[src/rtl/rv_decode_pkg.sv]
// Shared definitions for the RV64IM decode stage: encodings, ALU op codes,
// the decoded-instruction record and immediate extraction helpers.
package rv_decode_pkg;

    localparam int PC_MAX_W = 64;

    localparam logic [6:0] OPC_LOAD      = 7'h03;
    localparam logic [6:0] OPC_OP_IMM    = 7'h13;
    localparam logic [6:0] OPC_AUIPC     = 7'h17;
    localparam logic [6:0] OPC_OP_IMM_32 = 7'h1B;
    localparam logic [6:0] OPC_STORE     = 7'h23;
    localparam logic [6:0] OPC_OP        = 7'h33;
    localparam logic [6:0] OPC_LUI       = 7'h37;
    localparam logic [6:0] OPC_OP_32     = 7'h3B;
    localparam logic [6:0] OPC_BRANCH    = 7'h63;
    localparam logic [6:0] OPC_JALR      = 7'h67;
    localparam logic [6:0] OPC_JAL       = 7'h6F;

    localparam logic [2:0] F3_ADD_SUB = 3'd0;
    localparam logic [2:0] F3_SLL     = 3'd1;
    localparam logic [2:0] F3_SLT     = 3'd2;
    localparam logic [2:0] F3_SLTU    = 3'd3;
    localparam logic [2:0] F3_XOR     = 3'd4;
    localparam logic [2:0] F3_SR      = 3'd5;
    localparam logic [2:0] F3_OR      = 3'd6;
    localparam logic [2:0] F3_AND     = 3'd7;
    localparam logic [2:0] F3_MULH    = 3'd1;
    localparam logic [2:0] F3_MULHSU  = 3'd2;
    localparam logic [2:0] F3_MULHU   = 3'd3;

    localparam logic [6:0] F7_BASE   = 7'h00;
    localparam logic [6:0] F7_MULDIV = 7'h01;
    localparam logic [6:0] F7_ALT    = 7'h20;

    typedef enum logic [3:0] {
        TYPE_NONE = 4'd0, RTYPE = 4'd1, ITYPE = 4'd2, STYPE = 4'd3,
        BTYPE = 4'd4, UTYPE = 4'd5, JTYPE = 4'd6
    } instr_type_e;

    typedef enum logic [10:0] {
        ALU_NOTHING = 11'd0,  ALU_ADD   = 11'd1,  ALU_SUB    = 11'd2,  ALU_SLL    = 11'd3,
        ALU_LESS    = 11'd4,  ALU_LESSU = 11'd5,  ALU_XOR    = 11'd6,  ALU_SRL    = 11'd7,
        ALU_SRA     = 11'd8,  ALU_OR    = 11'd9,  ALU_AND    = 11'd10, ALU_SLTIU  = 11'd11,
        ALU_MUL     = 11'd12, ALU_MULH  = 11'd13, ALU_MULHSU = 11'd14, ALU_MULHU  = 11'd15,
        ALU_DIV     = 11'd16, ALU_DIVU  = 11'd17, ALU_REM    = 11'd18, ALU_REMU   = 11'd19,
        ALU_EQUAL   = 11'd20, ALU_NEQ   = 11'd21, ALU_GTE    = 11'd22, ALU_GTEU   = 11'd23,
        ALU_IMMVAL  = 11'd24
    } alu_op_e;

    typedef struct packed {
        alu_op_e               opcode;
        instr_type_e           instr_type;
        logic [31:0]           immediate;
        logic [5:0]            shamt;
        logic [4:0]            rs1;
        logic [4:0]            rs2;
        logic [4:0]            rd;
        logic                  word;
        logic                  illegal;
        logic [PC_MAX_W-1:0]   pc;
    } decoded_t;

    function automatic logic [31:0] imm_i(input logic [31:0] instr);
        return {{20{instr[31]}}, instr[31:20]};
    endfunction

    function automatic logic [31:0] imm_s(input logic [31:0] instr);
        return {{20{instr[31]}}, instr[31:25], instr[11:7]};
    endfunction

    function automatic logic [31:0] imm_b(input logic [31:0] instr);
        return {{19{instr[31]}}, instr[31], instr[7], instr[30:25], instr[11:8], 1'b0};
    endfunction

    function automatic logic [31:0] imm_u(input logic [31:0] instr);
        return {instr[31:12], 12'h000};
    endfunction

    function automatic logic [31:0] imm_j(input logic [31:0] instr);
        return {{11{instr[31]}}, instr[31], instr[19:12], instr[20], instr[30:21], 1'b0};
    endfunction

    // alt selects SUB over ADD and SRA over SRL
    function automatic alu_op_e base_op(input logic [2:0] f3, input logic alt);
        case (f3)
            3'd0:    return alt ? ALU_SUB : ALU_ADD;
            3'd1:    return ALU_SLL;
            3'd2:    return ALU_LESS;
            3'd3:    return ALU_LESSU;
            3'd4:    return ALU_XOR;
            3'd5:    return alt ? ALU_SRA : ALU_SRL;
            3'd6:    return ALU_OR;
            default: return ALU_AND;
        endcase
    endfunction

    function automatic alu_op_e muldiv_op(input logic [2:0] f3);
        case (f3)
            3'd0:    return ALU_MUL;
            3'd1:    return ALU_MULH;
            3'd2:    return ALU_MULHSU;
            3'd3:    return ALU_MULHU;
            3'd4:    return ALU_DIV;
            3'd5:    return ALU_DIVU;
            3'd6:    return ALU_REM;
            default: return ALU_REMU;
        endcase
    endfunction

    function automatic alu_op_e branch_op(input logic [2:0] f3);
        case (f3)
            3'd0:    return ALU_EQUAL;
            3'd1:    return ALU_NEQ;
            3'd4:    return ALU_LESS;
            3'd5:    return ALU_GTE;
            3'd6:    return ALU_LESSU;
            3'd7:    return ALU_GTEU;
            default: return ALU_NOTHING;
        endcase
    endfunction

endpackage

[src/rtl/rv_decode_stage_skid.sv]
// Generic two-entry valid/ready skid buffer with flush; in_ready comes
// straight from a flop so the upstream path is not combinational.
module rv_skid_buffer #(
    parameter int W = 8
) (
    input  logic         clk,
    input  logic         reset,
    input  logic         flush,
    input  logic         in_valid,
    output logic         in_ready,
    input  logic [W-1:0] in_data,
    output logic         out_valid,
    input  logic         out_ready,
    output logic [W-1:0] out_data
);
    logic         head_valid_r;
    logic         skid_valid_r;
    logic         in_ready_r;
    logic [W-1:0] head_data_r;
    logic [W-1:0] skid_data_r;
    logic         accept_s;
    logic         head_free_s;

    // Handshake qualifiers for this cycle
    always_comb begin
        accept_s    = in_valid && in_ready_r;
        head_free_s = !head_valid_r || out_ready;
    end

    // Head/skid state; in_ready_r is always the inverse of the next skid state
    always_ff @(posedge clk) begin
        if (reset || flush) begin
            head_valid_r <= 1'b0;
            skid_valid_r <= 1'b0;
            in_ready_r   <= 1'b1;
            head_data_r  <= '0;
            skid_data_r  <= '0;
        end else if (head_free_s) begin
            if (skid_valid_r) begin
                head_valid_r <= 1'b1;
                head_data_r  <= skid_data_r;
            end else if (accept_s) begin
                head_valid_r <= 1'b1;
                head_data_r  <= in_data;
            end else begin
                head_valid_r <= 1'b0;
            end
            skid_valid_r <= 1'b0;
            in_ready_r   <= 1'b1;
        end else if (accept_s) begin
            skid_valid_r <= 1'b1;
            skid_data_r  <= in_data;
            in_ready_r   <= 1'b0;
        end else begin
            in_ready_r   <= !skid_valid_r;
        end
    end

    assign in_ready  = in_ready_r;
    assign out_valid = head_valid_r;
    assign out_data  = head_data_r;
endmodule

[src/rtl/rv_decode_stage.sv]
// RV64IM decode stage: combinational decode of the fetched word feeding a
// two-entry skid buffer whose head register drives the execute interface.
module rv_decode_stage
    import rv_decode_pkg::*;
#(
    parameter int PC_W = 64
) (
    input  logic            clk,
    input  logic            reset,
    input  logic            flush,
    input  logic            in_valid,
    output logic            in_ready,
    input  logic [31:0]     in_instr,
    input  logic [PC_W-1:0] in_pc,
    output logic            out_valid,
    input  logic            out_ready,
    output logic [10:0]     out_opcode,
    output logic [3:0]      out_instr_type,
    output logic [31:0]     out_immediate,
    output logic [5:0]      out_shamt,
    output logic [4:0]      out_rs1,
    output logic [4:0]      out_rs2,
    output logic [4:0]      out_rd,
    output logic            out_word,
    output logic            out_illegal,
    output logic [PC_W-1:0] out_pc
);
    decoded_t dec_s;
    decoded_t head_s;

    function automatic decoded_t decode_instr(input logic [31:0] instr);
        decoded_t   d;
        logic [6:0] major;
        logic [2:0] f3;
        logic [6:0] f7;
        logic       is_word;
        logic       legal;
        d       = '0;
        major   = instr[6:0];
        f3      = instr[14:12];
        f7      = instr[31:25];
        is_word = (major == OPC_OP_32) || (major == OPC_OP_IMM_32);
        legal   = 1'b1;
        d.word  = is_word;
        case (major)
            OPC_OP, OPC_OP_32: begin
                d.instr_type = RTYPE;
                d.rs1 = instr[19:15];
                d.rs2 = instr[24:20];
                d.rd  = instr[11:7];
                if (f7 == F7_MULDIV) begin
                    d.opcode = muldiv_op(f3);
                    legal = !is_word || !(f3 inside {F3_MULH, F3_MULHSU, F3_MULHU});
                end else if (f7 == F7_BASE || f7 == F7_ALT) begin
                    d.opcode = base_op(f3, f7[5]);
                    legal = (f7 == F7_BASE || f3 == F3_ADD_SUB || f3 == F3_SR) &&
                            (!is_word || f3 inside {F3_ADD_SUB, F3_SLL, F3_SR});
                end else begin
                    legal = 1'b0;
                end
            end
            OPC_OP_IMM, OPC_OP_IMM_32: begin
                d.instr_type = ITYPE;
                d.rs1 = instr[19:15];
                d.rd  = instr[11:7];
                d.immediate = imm_i(instr);
                if (f3 == F3_SLL || f3 == F3_SR) begin
                    // 6-bit shamt; the W forms only have 5 bits of shift range
                    d.shamt  = instr[25:20];
                    d.opcode = base_op(f3, instr[30]);
                    legal = (instr[31:26] == 6'b000000 ||
                             (f3 == F3_SR && instr[31:26] == 6'b010000)) &&
                            !(is_word && instr[25]);
                end else begin
                    d.opcode = (f3 == F3_SLTU) ? ALU_SLTIU : base_op(f3, 1'b0);
                    legal = !is_word || f3 == F3_ADD_SUB;
                end
            end
            OPC_LOAD, OPC_JALR: begin
                d.instr_type = ITYPE;
                d.opcode = ALU_ADD;
                d.rs1 = instr[19:15];
                d.rd  = instr[11:7];
                d.immediate = imm_i(instr);
                legal = (major == OPC_LOAD) ? (f3 != 3'd7) : (f3 == 3'd0);
            end
            OPC_STORE: begin
                d.instr_type = STYPE;
                d.opcode = ALU_ADD;
                d.rs1 = instr[19:15];
                d.rs2 = instr[24:20];
                d.immediate = imm_s(instr);
                legal = !f3[2];
            end
            OPC_BRANCH: begin
                d.instr_type = BTYPE;
                d.opcode = branch_op(f3);
                d.rs1 = instr[19:15];
                d.rs2 = instr[24:20];
                d.immediate = imm_b(instr);
                legal = (f3[2:1] != 2'b01);
            end
            OPC_LUI, OPC_AUIPC: begin
                d.instr_type = UTYPE;
                d.opcode = ALU_IMMVAL;
                d.rd = instr[11:7];
                d.immediate = imm_u(instr);
            end
            OPC_JAL: begin
                d.instr_type = JTYPE;
                d.opcode = ALU_ADD;
                d.rd = instr[11:7];
                d.immediate = imm_j(instr);
            end
            default: begin
                legal = 1'b0;
            end
        endcase
        if (!legal) begin
            d = '0;
            d.illegal = 1'b1;
            d.opcode  = ALU_NOTHING;
        end else begin
            d.illegal = 1'b0;
        end
        return d;
    endfunction

    // Decode the offered word and tag it with its address
    always_comb begin
        dec_s    = decode_instr(in_instr);
        dec_s.pc = PC_MAX_W'(in_pc);
    end

    rv_skid_buffer #(
        .W($bits(decoded_t))
    ) u_skid (
        .clk      (clk),
        .reset    (reset),
        .flush    (flush),
        .in_valid (in_valid),
        .in_ready (in_ready),
        .in_data  (dec_s),
        .out_valid(out_valid),
        .out_ready(out_ready),
        .out_data (head_s)
    );

    assign out_opcode     = head_s.opcode;
    assign out_instr_type = head_s.instr_type;
    assign out_immediate  = head_s.immediate;
    assign out_shamt      = head_s.shamt;
    assign out_rs1        = head_s.rs1;
    assign out_rs2        = head_s.rs2;
    assign out_rd         = head_s.rd;
    assign out_word       = head_s.word;
    assign out_illegal    = head_s.illegal;
    assign out_pc         = head_s.pc[PC_W-1:0];
endmodule

[config.mk]
export PLATFORM = sky130hd
export DESIGN_NAME = rv_decode_stage
export DESIGN_NICKNAME = d
export VERILOG_FILES = /design/src/rtl/rv_decode_pkg.sv /design/src/rtl/rv_decode_stage_skid.sv /design/src/rtl/rv_decode_stage.sv
export SDC_FILE = /design/constraint.sdc
export NUM_CORES = 1
export LEC_CHECK = 0
export CORE_ASPECT_RATIO = 0.5
export CORE_MARGIN = 3
export CORE_UTILIZATION = 35
export DETAILED_ROUTE_END_ITERATION = 16
export PLACE_DENSITY = 0.63
export REMOVE_ABC_BUFFERS = 1
export SYNTH_ARGS = -nofsm -noshare
export SYNTH_HDL_FRONTEND = slang
export SYNTH_SLANG_ARGS = --single-unit
export TNS_END_PERCENT = 20
[constraint.sdc]
create_clock -name clk -period 3.3 [get_ports clk]
set_clock_uncertainty 0.05 [all_clocks]
set_input_delay 0.495 -clock clk [delete_from_list [all_inputs] [get_ports clk]]
set_output_delay 0.495 -clock clk [all_outputs]
set_load 0.005 [all_outputs]
Word-level counts from Yosys, hierarchy flattened
Cells that the tools add are included.
Widths: inputs -> output; s select.
Cells by class
  reductions and logical operators: 40
  bitwise gates (word level): 1
  mux-type cells: 29
  equality and inequality tests: 23
Operator list (number)
  $mux 134: 2
  $pmux 32 s5: 1
  $pmux 15 s7: 1
  $mux 69: 1
  $eq 7x6->1 const B: 5
  $pmux 5 s7: 1
  $mux 11: 3
  $pmux 5 s6: 1
  $pmux 4 s7: 1
  $pmux 4 s6: 1
  $eq 7x5->1 const B: 3
  $eq 7x7->1 const B: 3
  $mux 5: 3
  $eq 3x3->1 const B: 4
  $mux 6: 2
  $logic_or 1x1->1: 11
  $reduce_or 2->1: 5
  $reduce_or 9->1: 1
  $mux 1: 8
  $mux 4: 2
  $reduce_or 4->1: 2
  $reduce_or 8->1: 1
  $eq 7x1->1 const B: 1
  $eq 7x2->1 const B: 1
  17 further kinds: 29
Storage, ports and cells
  input bits: 101
  register bits: 271
  word-level logic and storage cells: 98
  output and inout bits: 136

Longest topological paths before layout
  depth in word-level cells: 11
  depth in mapped cells: 8
  depth with buffers taken out: 6

Cells and area by module
A second synthesis with hierarchy kept.
Unflattened totals
  cell total of the unflattened synthesis: 1444
  area total of the unflattened synthesis: 12435.7 um2
By module, submodules not included
  rv_skid_buffer: area an instance 11039.3 um2, cells an instance 1204, instances 1, sequential area each 5425.2 um2
  rv_decode_stage: area an instance 1396.3 um2, cells an instance 240, instances 1, sequential area each 0.0 um2

Worst setup path after synthesis
No wires, ideal clock.
  path kind: in2reg
  from: in in_instr[12]
  to: reg u_skid.head_data_r[86] (netlist: u_skid.out_data[86])
  data arrival time: 2.208 ns
  data required time: 3.180 ns
  path slack: 0.973 ns
  cell stages on the path: 8
  path buffers: 2
  cells stage by stage: clkbuf_1 -> mux2_2 -> o2111ai_1 -> a32oi_1 -> a31oi_1 -> buf_2 -> nand3_1 -> a21oi_1
On the way
  cells in the longest elaborated chain, start to end: 10
Ends and longest elaborated chain
  start, declared: line rv_decode_stage.sv:13  | input logic [31:0] in_instr,
  $eq 3x1->1 (tied with other cells): line rv_decode_stage.sv:53, rv_decode_stage.sv:57, rv_decode_stage.sv:67
  $reduce_bool 3->1 / $logic_or 1x1->1 (equally long branches): line rv_decode_stage.sv:57, rv_decode_stage.sv:56
  $logic_or 1x1->1, on equally long branches: line rv_decode_stage.sv:57, rv_decode_stage.sv:56
  $logic_and 1x1->1: line rv_decode_stage.sv:56  | legal = (f7 == F7_BASE || f3 == F3_ADD_SUB || f3 == F3_SR) &&
  $mux 1: line rv_decode_stage.sv:54  | end else if (f7 == F7_BASE || f7 == F7_ALT) begin
  $mux 1: line rv_decode_stage.sv:51  | if (f7 == F7_MULDIV) begin
  $pmux 1 s6: line rv_decode_stage.sv:45  | case (major)
  $mux 69 *: line rv_decode_stage.sv:119  | if (!legal) begin
  $mux 134 *: line rv_decode_stage_skid.sv:42  | end else if (accept_s) begin
  $mux 134 *: line rv_decode_stage_skid.sv:39  | if (skid_valid_r) begin
  end signal, assigned: line rv_decode_stage_skid.sv:41  | head_data_r <= skid_data_r;
  end signal, assigned: line rv_decode_stage_skid.sv:44  | head_data_r <= in_data;
  end, declared: line rv_decode_stage_skid.sv:19  | logic [W-1:0] head_data_r;
Every way passes the cells marked *; elsewhere a longest branch is shown, timed or not. The select of a mux whose other input is x is not followed.
A chain may end at the register's enable or synchronous reset.

Worst setup path after layout
  from: in in_instr[4]
  to: reg u_skid.skid_data_r[115]
On the way
  cells in the longest elaborated chain, start to end: 9
Ends and longest elaborated chain
  $eq 7x6->1 / $eq 7x5->1 (equally long branches): line rv_decode_stage.sv:42, rv_decode_stage.sv:45
  $logic_or 1x1->1: line rv_decode_stage.sv:42  | is_word = (major == OPC_OP_32) || (major == OPC_OP_IMM_32);
  $logic_not 1->1: line rv_decode_stage.sv:53, rv_decode_stage.sv:57, rv_decode_stage.sv:76
  $logic_or 1x1->1: line rv_decode_stage.sv:57  | (!is_word || f3 inside {F3_ADD_SUB, F3_SLL, F3_SR});
  $logic_and 1x1->1: line rv_decode_stage.sv:56
  $mux 1: line rv_decode_stage.sv:54
  $mux 1: line rv_decode_stage.sv:51
  $pmux 1 s6: line rv_decode_stage.sv:45
  $mux 69 *: line rv_decode_stage.sv:119
  end signal, assigned: line rv_decode_stage_skid.sv:52  | skid_data_r <= in_data;
  end, declared: line rv_decode_stage_skid.sv:20  | logic [W-1:0] skid_data_r;
Every way passes the cells marked *; elsewhere a longest branch is shown, timed or not.

==> impl_metrics.ini <==
[timing]
tns_ps = 0
min_period_over_period_pct = 79.13
drv_slew = 0
relSlewSlack_pct = 27.71
fin_crit_ps = 2611
worst_slack_ps = 688.7
worstMarginPinSlew_ps = 1076
fmax_ghz = 0.3829
hold_viol = 0
grt_setup_unrepaired = false
finalSetupViolCount = 0

[clock_tree]
cts.sink_count = 257
ctsResizeCount = 0
postCtsSetupRepairBufs = 0
numCtsBuffers = 25
cts.hold.buffers_added = 0
cts.path.max_buffers = 3
cts_tree = done
clk_pin_slew_ps = 60
htree_levels = 1
clk_latency_ps = 520
root_buffer = clkbuf_16

[critical_path]
setup.worst_path.start_class = input port
crit_arrival_ps = 3010
critPathCaptureType = register
cp_max_fo = 9
crit_required_ps = 3700
worstSetupPathType = input port to register

[place]
place.gp.congestion = 0.9128
dp_hpwl_mm = 23.54
numPortBuffers = 229
place_ws_ps = 206.9

[pwr]
swShare_pct = 24.12
finalPower_uw = 6749
leakagePower_uw = 0.004971
p_sw_uw = 1628
max-vdd-ir-drop_mv = 0.2399
p_int_uw = 5121
p_per_area_nw_per_um2 = 462.7
seq_power_share_pct = 47.5
clkPwrFrac_pct = 41.4
power_frac_comb_pct = 11.1

[drt]
postRouteAntennaNets = 0
vias_per_cell = 5.457
first_pass_iters = 5
wl_mm = 35.19
drc = 0
routedWlPerCell_um = 18.04
num_vias = 10640
drtIter0Drc = 806

[finish]
area_growth_pct = 32.99
drive_gt1_share_pct = 7.016
final_cell_mix = dfxtp_1, clkdlybuf4s50_1, nand2_1
final_common_cell = dfxtp_1
num-nets-final = 1612

[floorplanning]
rows = 45
initial_utilization_pct = 35.87
ios = 237
die_h_um = 131.2
die_area_sq_um = 33630
dieWidth_um = 256.4
core_sq_um = 30570

[global_routing]
antenna_found_initial = 2
busiest_layer = met2
grt_util_met1_pct = 24.91
overflow = 0
grt_max_degree = 113
grt.total_usage_pct = 20.00
met3_usage_pct = 3.081
grt_first_pass_wirelength_mm = 56.12
grt_pass1_vias = 10360
grt_util_met2_pct = 34.16

[synth]
synth_top_area_cell = dfxtp_1
async_flop_share_pct = 0
ys_seq_area_share_pct = 46.91
synth-main-ff-cell = dfxtp_1
yosysTopAreaCellShare_pct = 46.91
synth-seq-cells = 257
synth_edf_count = 0
syn_area_sq_um = 10970
netlist_instances = 1329
synth_area_per_cell_sq_um = 8.253
ys_types = 59
synth_warnings = 0
yosys-top-cells-area = dfxtp_1, a21oi_1, nand2_1

[flow_run]
cap_violations = 0

[run_status]
status = finished clean

[hold_path]
hold_path.class = register to register
## critical path, stage by stage
cell,delay [ps]
clkdlybuf4s50_1,630
nor2b_1,120
nor2b_1,150
nor3_1,870
buf_4,300
a21o_1,150
nand3_1,90
a21oi_1,200
## stage by stage
stage               std cells  utilization (%)  instance area, sq um  hold slack, ps
floorplan                1203                -                 10450           378.3
global route             1950            47.71                 14590           416.4
CTS                      1948            47.69                 14580           398.7
global placement         1907            45.16                 13810           386.2
finish                   1950            47.71                 14590           397.9
detailed placement       1907            45.16                 13810           389.7
## layer usage
layer,vias to the layer above,part of all wire (%),routed length [um]
met5,-,0,0
met4,0,4.6,1622
met3,97,4.6,1606
met2,339,49,17190
met1,5121,42,14770
li1,5085,-,-
## power by group through the flow
stage	logic (uW)	registers [uW]	clock network [uW]
finish	750	3210	2790
detailed placement	745	3280	0
CTS	748	3210	2860
global route	812	3210	2970
global placement	737	3270	0
floorplan	309	3280	0
## cell type report
class | count | area [sq um]
Inverter | 7 | 26.28
Fill cell | 2904 | 15990
Sequential cell | 257 | 5149
Antenna cell | 2 | 5.005
Timing Repair Buffer | 281 | 2770
Clock inverter | 3 | 40.04
Tap cell | 423 | 529.3
Clock buffer | 38 | 734.5
Multi-Input combinational cell | 939 | 5333
## logic make-up (layout without fill, tap and decap cells)
family / Yosys count / in the layout / synth area share [%]
and+or+nand+nor: 436 / 436 / 17.65
DFF: 257 / 257 / 46.91
other: 1 / 9 / 0.03419
AOI/OAI and AO/OA: 431 / 431 / 24.31
muxes: 65 / 65 / 5.943
buffers and inverters: 139 / 329 / 5.156
## worst paths after layout
kind / depth (start not counted) / slack (ps) / from / endpoint
setup / recovery: 8 / 690 / in_instr[4] / u_skid.skid_data_r[115]$_SDFFE_PP0P_
hold / removal: 2 / 400 / u_skid.skid_data_r[127]$_SDFFE_PP0P_ / u_skid.skid_data_r[127]$_SDFFE_PP0P_
setup reg to reg: 6 / 1170 / u_skid.skid_valid_r$_SDFFE_PP0P_ / u_skid.out_data[124]$_SDFFE_PP0P_
hold reg to reg: 2 / 400 / u_skid.skid_data_r[127]$_SDFFE_PP0P_ / u_skid.skid_data_r[127]$_SDFFE_PP0P_
## state kept, by name, summed over array words and instances (netlist names)
signal               flops
u_skid.out_data        127
u_skid.in_ready          1
u_skid.skid_data_r     127
u_skid.out_valid         1
u_skid.skid_valid_r      1
## cells in the mapped netlist (all sizes together), types with 17 or more instances
cell type / number
mux2i: 64
a221oi: 26
nor2: 109
nand4: 28
o21ai: 78
a21oi: 188
buf: 21
nand2: 199
a22o: 17
clkbuf: 111
a21o: 19
nand3: 54
a211oi: 67
dfxtp: 257
Power figures use the tool's default switching activity.
